**config.mk**
```make
export PLATFORM = sky130hd
export DESIGN_NAME = slave_arbiter
export DESIGN_NICKNAME = d
export VERILOG_FILES = /design/src/rtl/xbar_pkg.sv /design/src/rtl/rr_pick.sv /design/src/rtl/slave_arbiter.sv
export SDC_FILE = /design/constraint.sdc
export NUM_CORES = 1
export LEC_CHECK = 0
export CORE_AREA = 2 2 106 108
export DETAILED_ROUTE_END_ITERATION = 6
export DIE_AREA = 0 0 108 110
export PLACE_DENSITY = 0.73
export SKIP_LAST_GASP = 1
export SLEW_MARGIN = 5
export SYNTH_ARGS = -nofsm -noshare
export SYNTH_HDL_FRONTEND = slang
export SYNTH_HIERARCHICAL = 1
export SYNTH_SLANG_ARGS = --single-unit
```
**constraint.sdc**
```tcl
create_clock -name clk -period 4.09 [get_ports clk]
set_input_delay 0.6135 -clock clk [delete_from_list [all_inputs] [get_ports clk]]
set_output_delay 0.6135 -clock clk [all_outputs]
set_load 0.02 [all_outputs]
```
**src/rtl/xbar_pkg.sv**
```systemverilog
// Shared cross-bar definitions: arbiter state encoding, command codes and
// default bus widths used by every slave port of the cross-bar.
package xbar_pkg;

  typedef enum logic [1:0] {
    IDLE  = 2'd0,
    BUSY  = 2'd1,
    RESP  = 2'd2,
    ABORT = 2'd3
  } arb_state_e;

  localparam logic CMD_WRITE = 1'b1;
  localparam logic CMD_READ  = 1'b0;

  localparam int DEFAULT_AW = 32;
  localparam int DEFAULT_DW = 32;

endpackage

```
**src/rtl/rr_pick.sv**
```systemverilog
// Round-robin picker: finds the first set request bit strictly after the
// pointer, wrapping around, so the last winner has the lowest priority.
module rr_pick
  import xbar_pkg::*;
#(
  parameter int N  = 2,
  parameter int IW = $clog2(N)
) (
  input  logic [N-1:0]  req,
  input  logic [IW-1:0] ptr,
  output logic [N-1:0]  grant,
  output logic [IW-1:0] idx
);

  logic          found;
  logic [IW-1:0] cand;

  // Walk ptr+1 .. ptr+N (mod N) and latch the first requester found.
  always_comb begin
    grant = '0;
    idx   = '0;
    found = 1'b0;
    cand  = '0;
    for (int k = 1; k <= N; k++) begin
      cand = IW'((int'(ptr) + k) % N);
      if (!found && req[cand]) begin
        found = 1'b1;
        idx   = cand;
      end
    end
    grant[idx] = found;
  end

endmodule

```
**src/rtl/slave_arbiter.sv**
```systemverilog
// Round-robin arbiter sharing one slave memory port between N masters,
// with a per-transaction timeout so a stalled slave cannot lock the bus.
module slave_arbiter
  import xbar_pkg::*;
#(
  parameter int N_MASTERS = 2,
  parameter int AW        = DEFAULT_AW,
  parameter int DW        = DEFAULT_DW,
  parameter int TIMEOUT   = 64,
  localparam int IW       = $clog2(N_MASTERS),
  localparam int CW       = $clog2(TIMEOUT)
) (
  input  logic                    clk,
  input  logic                    reset,
  input  logic [N_MASTERS-1:0]    m_req,
  input  logic [N_MASTERS*AW-1:0] m_addr,
  input  logic [N_MASTERS-1:0]    m_cmd,
  input  logic [N_MASTERS*DW-1:0] m_wdata,
  output logic [N_MASTERS-1:0]    m_ack,
  output logic [N_MASTERS-1:0]    m_err,
  output logic [DW-1:0]           m_rdata,
  output logic                    s_req,
  output logic [AW-1:0]           s_addr,
  output logic                    s_cmd,
  output logic [DW-1:0]           s_wdata,
  input  logic                    s_ack,
  input  logic [DW-1:0]           s_rdata,
  output logic                    busy,
  output logic [IW-1:0]           grant_id
);

  arb_state_e           state_q, state_d;
  logic [IW-1:0]        ptr_q, ptr_d;
  logic [IW-1:0]        grant_d;
  logic [CW-1:0]        cnt_q, cnt_d;
  logic [N_MASTERS-1:0] ack_d, err_d;
  logic [DW-1:0]        rdata_d;
  logic [N_MASTERS-1:0] eligible;
  logic [N_MASTERS-1:0] pick_grant;
  logic [IW-1:0]        pick_idx;

  // The master being acknowledged still holds req this cycle; hide it.
  assign eligible = m_req & ~m_ack;

  rr_pick #(
    .N  (N_MASTERS),
    .IW (IW)
  ) u_pick (
    .req   (eligible),
    .ptr   (ptr_q),
    .grant (pick_grant),
    .idx   (pick_idx)
  );

  assign s_req = (state_q == BUSY);
  assign busy  = (state_q != IDLE);

  // Steer the granted master's held request fields onto the slave port.
  always_comb begin
    s_addr  = '0;
    s_cmd   = CMD_READ;
    s_wdata = '0;
    for (int i = 0; i < N_MASTERS; i++) begin
      if (grant_id == IW'(i)) begin
        s_addr  = m_addr[i*AW +: AW];
        s_cmd   = m_cmd[i];
        s_wdata = m_wdata[i*DW +: DW];
      end
    end
  end

  // Next-state and response logic; ack/err default low so they pulse once.
  always_comb begin
    state_d = state_q;
    grant_d = grant_id;
    ptr_d   = ptr_q;
    cnt_d   = cnt_q;
    ack_d   = '0;
    err_d   = '0;
    rdata_d = m_rdata;
    case (state_q)
      IDLE: begin
        if (|pick_grant) begin
          grant_d = pick_idx;
          cnt_d   = '0;
          state_d = BUSY;
        end
      end
      BUSY: begin
        if (s_ack) begin
          cnt_d   = '0;
          state_d = RESP;
        end else if (cnt_q == CW'(TIMEOUT - 1)) begin
          cnt_d   = '0;
          state_d = ABORT;
        end else begin
          cnt_d = cnt_q + CW'(1);
        end
      end
      RESP: begin
        ack_d[grant_id] = 1'b1;
        if (s_cmd == CMD_READ) begin
          rdata_d = s_rdata;
        end
        ptr_d   = grant_id;
        state_d = IDLE;
      end
      ABORT: begin
        ack_d[grant_id] = 1'b1;
        err_d[grant_id] = 1'b1;
        rdata_d         = '0;
        ptr_d           = grant_id;
        state_d         = IDLE;
      end
      default: state_d = IDLE;
    endcase
  end

  // State and response registers; pointer resets so master 0 wins first.
  always_ff @(posedge clk or posedge reset) begin
    if (reset) begin
      state_q  <= IDLE;
      grant_id <= '0;
      ptr_q    <= IW'(N_MASTERS - 1);
      cnt_q    <= '0;
      m_ack    <= '0;
      m_err    <= '0;
      m_rdata  <= '0;
    end else begin
      state_q  <= state_d;
      grant_id <= grant_d;
      ptr_q    <= ptr_d;
      cnt_q    <= cnt_d;
      m_ack    <= ack_d;
      m_err    <= err_d;
      m_rdata  <= rdata_d;
    end
  end

endmodule

```
==> run metrics, run 1 <==
Seq cells post-synth 46; highest attainable clock frequency 339 MHz; count of cell types in the netlist 33; filler instances 996; Int Power 0.00190 W; final instance area 5560 um2; post-synthesis async set-or-reset flop share 1.00; weighted congestion reported at the end of routability-driven placement 0.909; routed vias/inst 4.64; estimated wirelength of the detail-placed design 10200 um; LEAKAGE 2.21 nW; total via count after detailed routing 2991; pin count of the biggest net entering global routing 51; Cell Rows 38; Pwr per Cell Area 579 nW/um2; Hold WC Path Type reg2reg; vertical die dimension 110 um; first-pass GRT wire length 17700 um; clock-pin slew of the registers on the worst-case setup and hold paths 0.09 ns; Final Max Tran Viols 0; Chip Width 108 um; final wirelength 12500 um; Max Root-Sink Buffers 2; commonest cells after routing, fill and taps aside sky130_fd_sc_hd__clkdlybuf4s50_1 (270), sky130_fd_sc_hd__mux2_2 (66), sky130_fd_sc_hd__dfrtp_1 (44); Final period util 0.721; worst clock skew on the final layout 0.00797 ns; crit path capture type output port; count of hold-fix buffers inserted at cts 0; Remaining Overflow, GRT 0; Avg WL per Cell 19.4 um; quantity of I/O buffers inserted on ports 270; CP Launch Type register; Post CTS Setup Buffer Count 0; kind of critical path reg2out; CTS tree done; leading register cell type out of synthesis sky130_fd_sc_hd__dfrtp_1; overall die area 11900 um2; maximum level of the CTS H-tree 2; maximum VDD drop 0.308 mV; antenna violations before repair 2; antenna fix cells 0; fraction of layout cells with a size suffix above 1 0.166; syn_nets 413; setup repair after global routing missed its margin no; Antenna Violating Nets Remaining 0; Switching Fraction 0.410; sum of negative setup slack 0 ns; max-cap check violation count 0; library cell with the largest summed area after synthesis sky130_fd_sc_hd__dfrtp_1; via count of the first global-routing pass 3060; post-detailed-route DRC marker count 0; share of the yosys chip area belonging to registers 0.432; area growth from synthesis to layout 108%; IO Pins 271; max-slew headroom at the worst pin 0.364; number of buffers created by CTS 5; Yosys Warn Count 6; number of design-rule violations left by the first detailed-router iteration 87; Std-Cell Core Area 10700 um2; most common cell after layout, fill and taps aside sky130_fd_sc_hd__clkdlybuf4s50_1; Worst EP arrival 2.34 ns; number of hold violations in the final report 0; part of the total power dissipated in sequential elements 0.247; Pre-Repair DR Iteration Count 4; run status finished clean; cell area after placement 5460 um2; initial core utilization 0.249; portion of total power attributed to combinational logic 0.661; critical path data required time 3.48 ns; number of cells upsized or downsized after cts 0; final setup violation count 0; GRT Total Usage 0.201; shortest clock period the worst path allows after layout 2.95 ns; critical-path maximum fanout 50; net count of the finished layout 672; clock network latency to the later pin of the worst-skew pair 0.30 ns; worst slew pin tran 0.952 ns; synthesized instance count 245; CTS root buf sky130_fd_sc_hd__clkbuf_8; cell area after synthesis 2670 um2; part of the power in the clock network 0.092; mean cell area of the mapped netlist 10.9 um2; fraction of post-synthesis cell area in the top cell type by area 0.422; number of enable flip-flop cells after synthesis 0; most area-consuming cells after synthesis sky130_fd_sc_hd__dfrtp_1 (42%), sky130_fd_sc_hd__mux2_2 (28%), sky130_fd_sc_hd__a22o_1 (5.9%); CTS Sinks 46; sw power 0.00132 W
## registers in the layout, summed over array words and instances, names as in the netlist
signal	cells
cnt_q	6
ptr_q	1
state_q	2
m_rdata	32
grant_id	1
m_ack	2
m_err	2
## metal layers
layer,track usage,share of wire,vias to the layer above
li1,-,-,1388
met1,0.245,0.40,1420
met2,0.333,0.46,161
met3,0.0864,0.12,18
met4,0.0440,0.014,4
met5,0,0.0022,-
## through the flow
step	utilization	hold WS [ns]	power, W	cells	worst slack (ns)
after floorplan	-	0.464	0.00191	245	2.16
after global placement	0.510	0.493	0.00290	637	1.46
after detailed placement	0.510	0.497	0.00293	637	1.44
after CTS	0.519	0.521	0.00325	645	1.09
after global routing	0.519	0.534	0.00338	645	1.01
final	0.519	0.516	0.00321	645	1.14
## critical path, stage by stage (launching register included)
cell,delay (ns)
sky130_fd_sc_hd__dfrtp_2,0.71
sky130_fd_sc_hd__buf_12,0.32
sky130_fd_sc_hd__mux2_2,0.43
sky130_fd_sc_hd__clkdlybuf4s50_1,0.57
## path summary, 6_finish.rpt
check                           slack (ns)            startpoint  cells after the start                       to
worst max register to register        2.03  grant_id$_DFFE_PP0P_                      4  m_rdata[26]$_DFFE_PP0P_
min in group asynchronous             0.85                 reset                      2  m_rdata[11]$_DFFE_PP0P_
worst min-delay path                  0.52  cnt_q[2]$_DFFE_PP0P_                      1     cnt_q[2]$_DFFE_PP0P_
worst max-delay path                  1.14  grant_id$_DFFE_PP0P_                      3               s_addr[21]
worst min register to register        0.52  cnt_q[2]$_DFFE_PP0P_                      1     cnt_q[2]$_DFFE_PP0P_
max in group asynchronous             2.59                 reset                      2     grant_id$_DFFE_PP0P_
## final cells by class
cell class	count	area, um2	area share
clock buffers	7	86.3	0.0155
clock inverters	1	8.76	0.00158
inverters	3	11.3	0.00203
multi-input cells	177	1400	0.252
flip-flops and latches	46	1150	0.208
well taps	140	175	0.0315
repair buffers	271	2720	0.490
## synthesized netlist by cell type (2+ instances only)
master and number:
sky130_fd_sc_hd__o21ai_1 2, sky130_fd_sc_hd__buf_6 2, sky130_fd_sc_hd__a21oi_1 16, sky130_fd_sc_hd__nor3_1 2, sky130_fd_sc_hd__nor2_1 4, sky130_fd_sc_hd__buf_2 11
sky130_fd_sc_hd__a21boi_0 2, sky130_fd_sc_hd__nor2b_1 7, sky130_fd_sc_hd__and3_1 2, sky130_fd_sc_hd__mux2_2 66, sky130_fd_sc_hd__buf_4 2, sky130_fd_sc_hd__o21ai_0 5
sky130_fd_sc_hd__inv_1 3, sky130_fd_sc_hd__clkbuf_1 4, sky130_fd_sc_hd__nand2_1 35, sky130_fd_sc_hd__or2_2 2, sky130_fd_sc_hd__a22o_1 18, sky130_fd_sc_hd__dfrtp_1 45
sky130_fd_sc_hd__and2_1 3
## cells by family after synthesis
kind of cell | count (synthesis) | share of synthesized area
buffers and inverters | 22 | 0.0445
XOR/XNOR | 1 | 0.00328
AO/OA/AOI/OAI | 48 | 0.123
multiplexers | 67 | 0.287
adder cells (fa/ha/maj) | 1 | 0.00469
flip-flops | 46 | 0.432
AND/OR/NAND/NOR | 60 | 0.105
## power groups by stage
stage	Clock (W)	Combinational [W]	Sequential [W]
4_1_cts	0.000313	0.00214	0.000796
3_3_place_gp	0	0.00211	0.000789
3_5_place_dp	0	0.00213	0.000798
5_1_grt	0.000330	0.00223	0.000819
2_1_floorplan	0	0.00100	0.000910
6_report	0.000296	0.00212	0.000794
Power figures use the tool's default switching activity.
==> run 2: changes to the inputs <==
--- a/config.mk
+++ b/config.mk
@@ -8,7 +8,7 @@
 export CORE_AREA = 2 2 106 108
 export DETAILED_ROUTE_END_ITERATION = 6
 export DIE_AREA = 0 0 108 110
-export PLACE_DENSITY = 0.73
+export PLACE_DENSITY = 0.75
 export SKIP_LAST_GASP = 1
 export SLEW_MARGIN = 5
 export SYNTH_ARGS = -nofsm -noshare
==> constraint.sdc (replaced) <==
create_clock -name clk -period 2.7 [get_ports clk]
set_input_delay 0.405 -clock clk [delete_from_list [all_inputs] [get_ports clk]]
set_output_delay 0.405 -clock clk [all_outputs]
set_load 0.02 [all_outputs]
==> run 2 against run 1 <==
  * Count of clock-buffer cells in the layout is 2 lower
  * Via count is 3.9% lower
  * Setup slack worse by 0.90 ns
  * Final area increased by 0.14%
  * Global-route usage fell by 1.1 points
  * Final cell count rose by 0.31%
  * Combinational power increased by 54%
  * Register-to-register slack worse by 1.4 ns
  * Worst hold slack worse by 0.019 ns
  * Sequential cell count is the same
  * Non-clock buffer count rose by 2
==> run metrics, run 2 (synthesis results as in run 1) <==
via count of the first global-routing pass 2986 (-2.4%); fraction of layout cells with a size suffix above 1 0.172 (+0.00526); highest attainable clock frequency 407 MHz; Remaining Overflow, GRT 0 (unchanged); Std-Cell Core Area 10700 um2 (unchanged); Cell Rows 38 (unchanged); critical-path maximum fanout 31 (-38%); critical path data required time 2.30 ns (-1.18 ns); CTS Sinks 46 (unchanged); commonest cells after routing, fill and taps aside sky130_fd_sc_hd__clkdlybuf4s50_1 (270), sky130_fd_sc_hd__mux2_2 (66), sky130_fd_sc_hd__dfrtp_1 (44); worst clock skew on the final layout 0.0122 ns (+0.00421 ns); crit path capture type output port; quantity of I/O buffers inserted on ports 270 (unchanged); Hold WC Path Type in2async; antenna violations before repair 0 (-2); shortest clock period the worst path allows after layout 2.46 ns; Reg2Reg Capture Point m_rdata[29]$_DFFE_PP0P_; Post CTS Setup Buffer Count 0 (unchanged); number of cells upsized or downsized after cts 0 (unchanged); final setup violation count 0 (unchanged); number of hold violations in the final report 0 (unchanged); worst slew pin tran 0.695 ns (-0.257 ns); IO Pins 271 (unchanged); vertical die dimension 110 um (unchanged); initial core utilization 0.249 (unchanged); setup repair after global routing missed its margin no; max reg flops 32 (unchanged); overall die area 11900 um2 (unchanged); run status finished clean; Reg2Reg Depth 5 (+1); Chip Width 108 um (unchanged); max-cap check violation count 0 (unchanged); sum of negative setup slack 0 ns (unchanged); area growth from synthesis to layout 108%; post-detailed-route DRC marker count 0 (unchanged); registers with the most flip-flops m_rdata (32), cnt_q (6); estimated wirelength of the detail-placed design 9760 um (-4.6%); Worst EP arrival 2.05 ns (-0.29 ns); final wirelength 11800 um (-5.8%); antenna fix cells 0 (unchanged); LEAKAGE 2.22 nW (+0.41%); number of buffers created by CTS 5 (unchanged); Antenna Violating Nets Remaining 0 (unchanged); GRT Total Usage 0.190 (-0.0110); routed vias/inst 4.44 (-4.2%); CTS root buf sky130_fd_sc_hd__clkbuf_8; CTS tree done; max-slew headroom at the worst pin 0.537 (+0.172); maximum VDD drop 0.528 mV (+71%); first-pass GRT wire length 17000 um (-4.4%); Pre-Repair DR Iteration Count 4 (unchanged); Crit Reg-Reg Startpoint grant_id$_DFFE_PP0P_; FF-to-FF setup slack 0.62 ns (-1.41 ns); count of hold-fix buffers inserted at cts 0 (unchanged); Avg WL per Cell 18.2 um (-6.1%); net count of the finished layout 674 (+0.30%); Final period util 0.911; Final Max Tran Viols 0 (unchanged); clock network latency to the later pin of the worst-skew pair 0.30 ns (about the same); Max Root-Sink Buffers 2 (unchanged); register containing the most flip-flops in the final layout m_rdata; most common cell after layout, fill and taps aside sky130_fd_sc_hd__clkdlybuf4s50_1; number of design-rule violations left by the first detailed-router iteration 72 (-17%); total via count after detailed routing 2875 (-3.9%); CP Launch Type register; kind of critical path reg2out; weighted congestion reported at the end of routability-driven placement 0.900 (-0.99%); pin count of the biggest net entering global routing 42 (-18%); clock-pin slew of the registers on the worst-case setup and hold paths 0.10 ns (about the same); maximum level of the CTS H-tree 2 (unchanged); Pwr per Cell Area 869 nW/um2 (+50%); final standard cell utilization of the core 0.520 (+0.000702)
[run 2: cell count changes in the layout (fill, tap and decap cells not counted), sizes merged]
cell    delta
clkinv     +2
clkbuf     -2
buf        +2
[run 2: metal layers]
| layer | GRT usage | up-vias | wire length, um |
|---|---|---|---|
| met5 | 0 | - | 0 |
| met1 | 0.242 | 1332 | 5040 |
| li1 | - | 1389 | - |
| met3 | 0.0594 | 8 | 1150 |
| met2 | 0.318 | 146 | 5420 |
| met4 | 0.0430 | 0 | 157 |
[run 2: worst max-delay path by stage]
stage	startpoint	endpoint	slack, ns
floorplan	m_ack[1]$_DFF_PP0_	cnt_q[5]$_DFFE_PP0P_	0.95
global placement	m_req[1]	cnt_q[5]$_DFFE_PP0P_	0.52
detailed placement	m_req[1]	cnt_q[5]$_DFFE_PP0P_	0.49
CTS	grant_id$_DFFE_PP0P_	s_cmd	0.22
global route	grant_id$_DFFE_PP0P_	s_cmd	0.13
finish	grant_id$_DFFE_PP0P_	s_addr[3]	0.24
[run 2: worst max-delay path: stages (launching register included)]
cell and delay (ns):
sky130_fd_sc_hd__dfrtp_2 0.39, sky130_fd_sc_hd__buf_4 0.37, sky130_fd_sc_hd__mux2_2 0.38, sky130_fd_sc_hd__clkdlybuf4s50_1 0.62
[run 2: power by group]
group          switching (W)  total (W)  internal, W  leakage, nW
sequential          0.000193    0.00115     0.000954        0.605
combinational        0.00154    0.00326      0.00172         1.57
clock               0.000245   0.000428     0.000183       0.0483
[run 2: area by class of cell]
cell class,instances,area [um2]
clock buffer,5,68.8
timing repair buffer,273,2740
clock inverter,3,18.8
tap,140,175
inverter,3,11.3
fill,1010,5130
multi-input combinational,177,1400
sequential,46,1150
[run 2: stage by stage]
stage                     power, W  worst slack [ns]  hold WS, ns  cells  cell area, um2
final                      0.00484             0.241        0.497    647            5560
after global routing       0.00510             0.131        0.531    647            5560
after CTS                  0.00489             0.216        0.521    647            5560
after detailed placement   0.00443             0.486        0.492    639            5480
after global placement     0.00439             0.525        0.489    639            5480
after floorplan            0.00289             0.952        0.464    245            2670
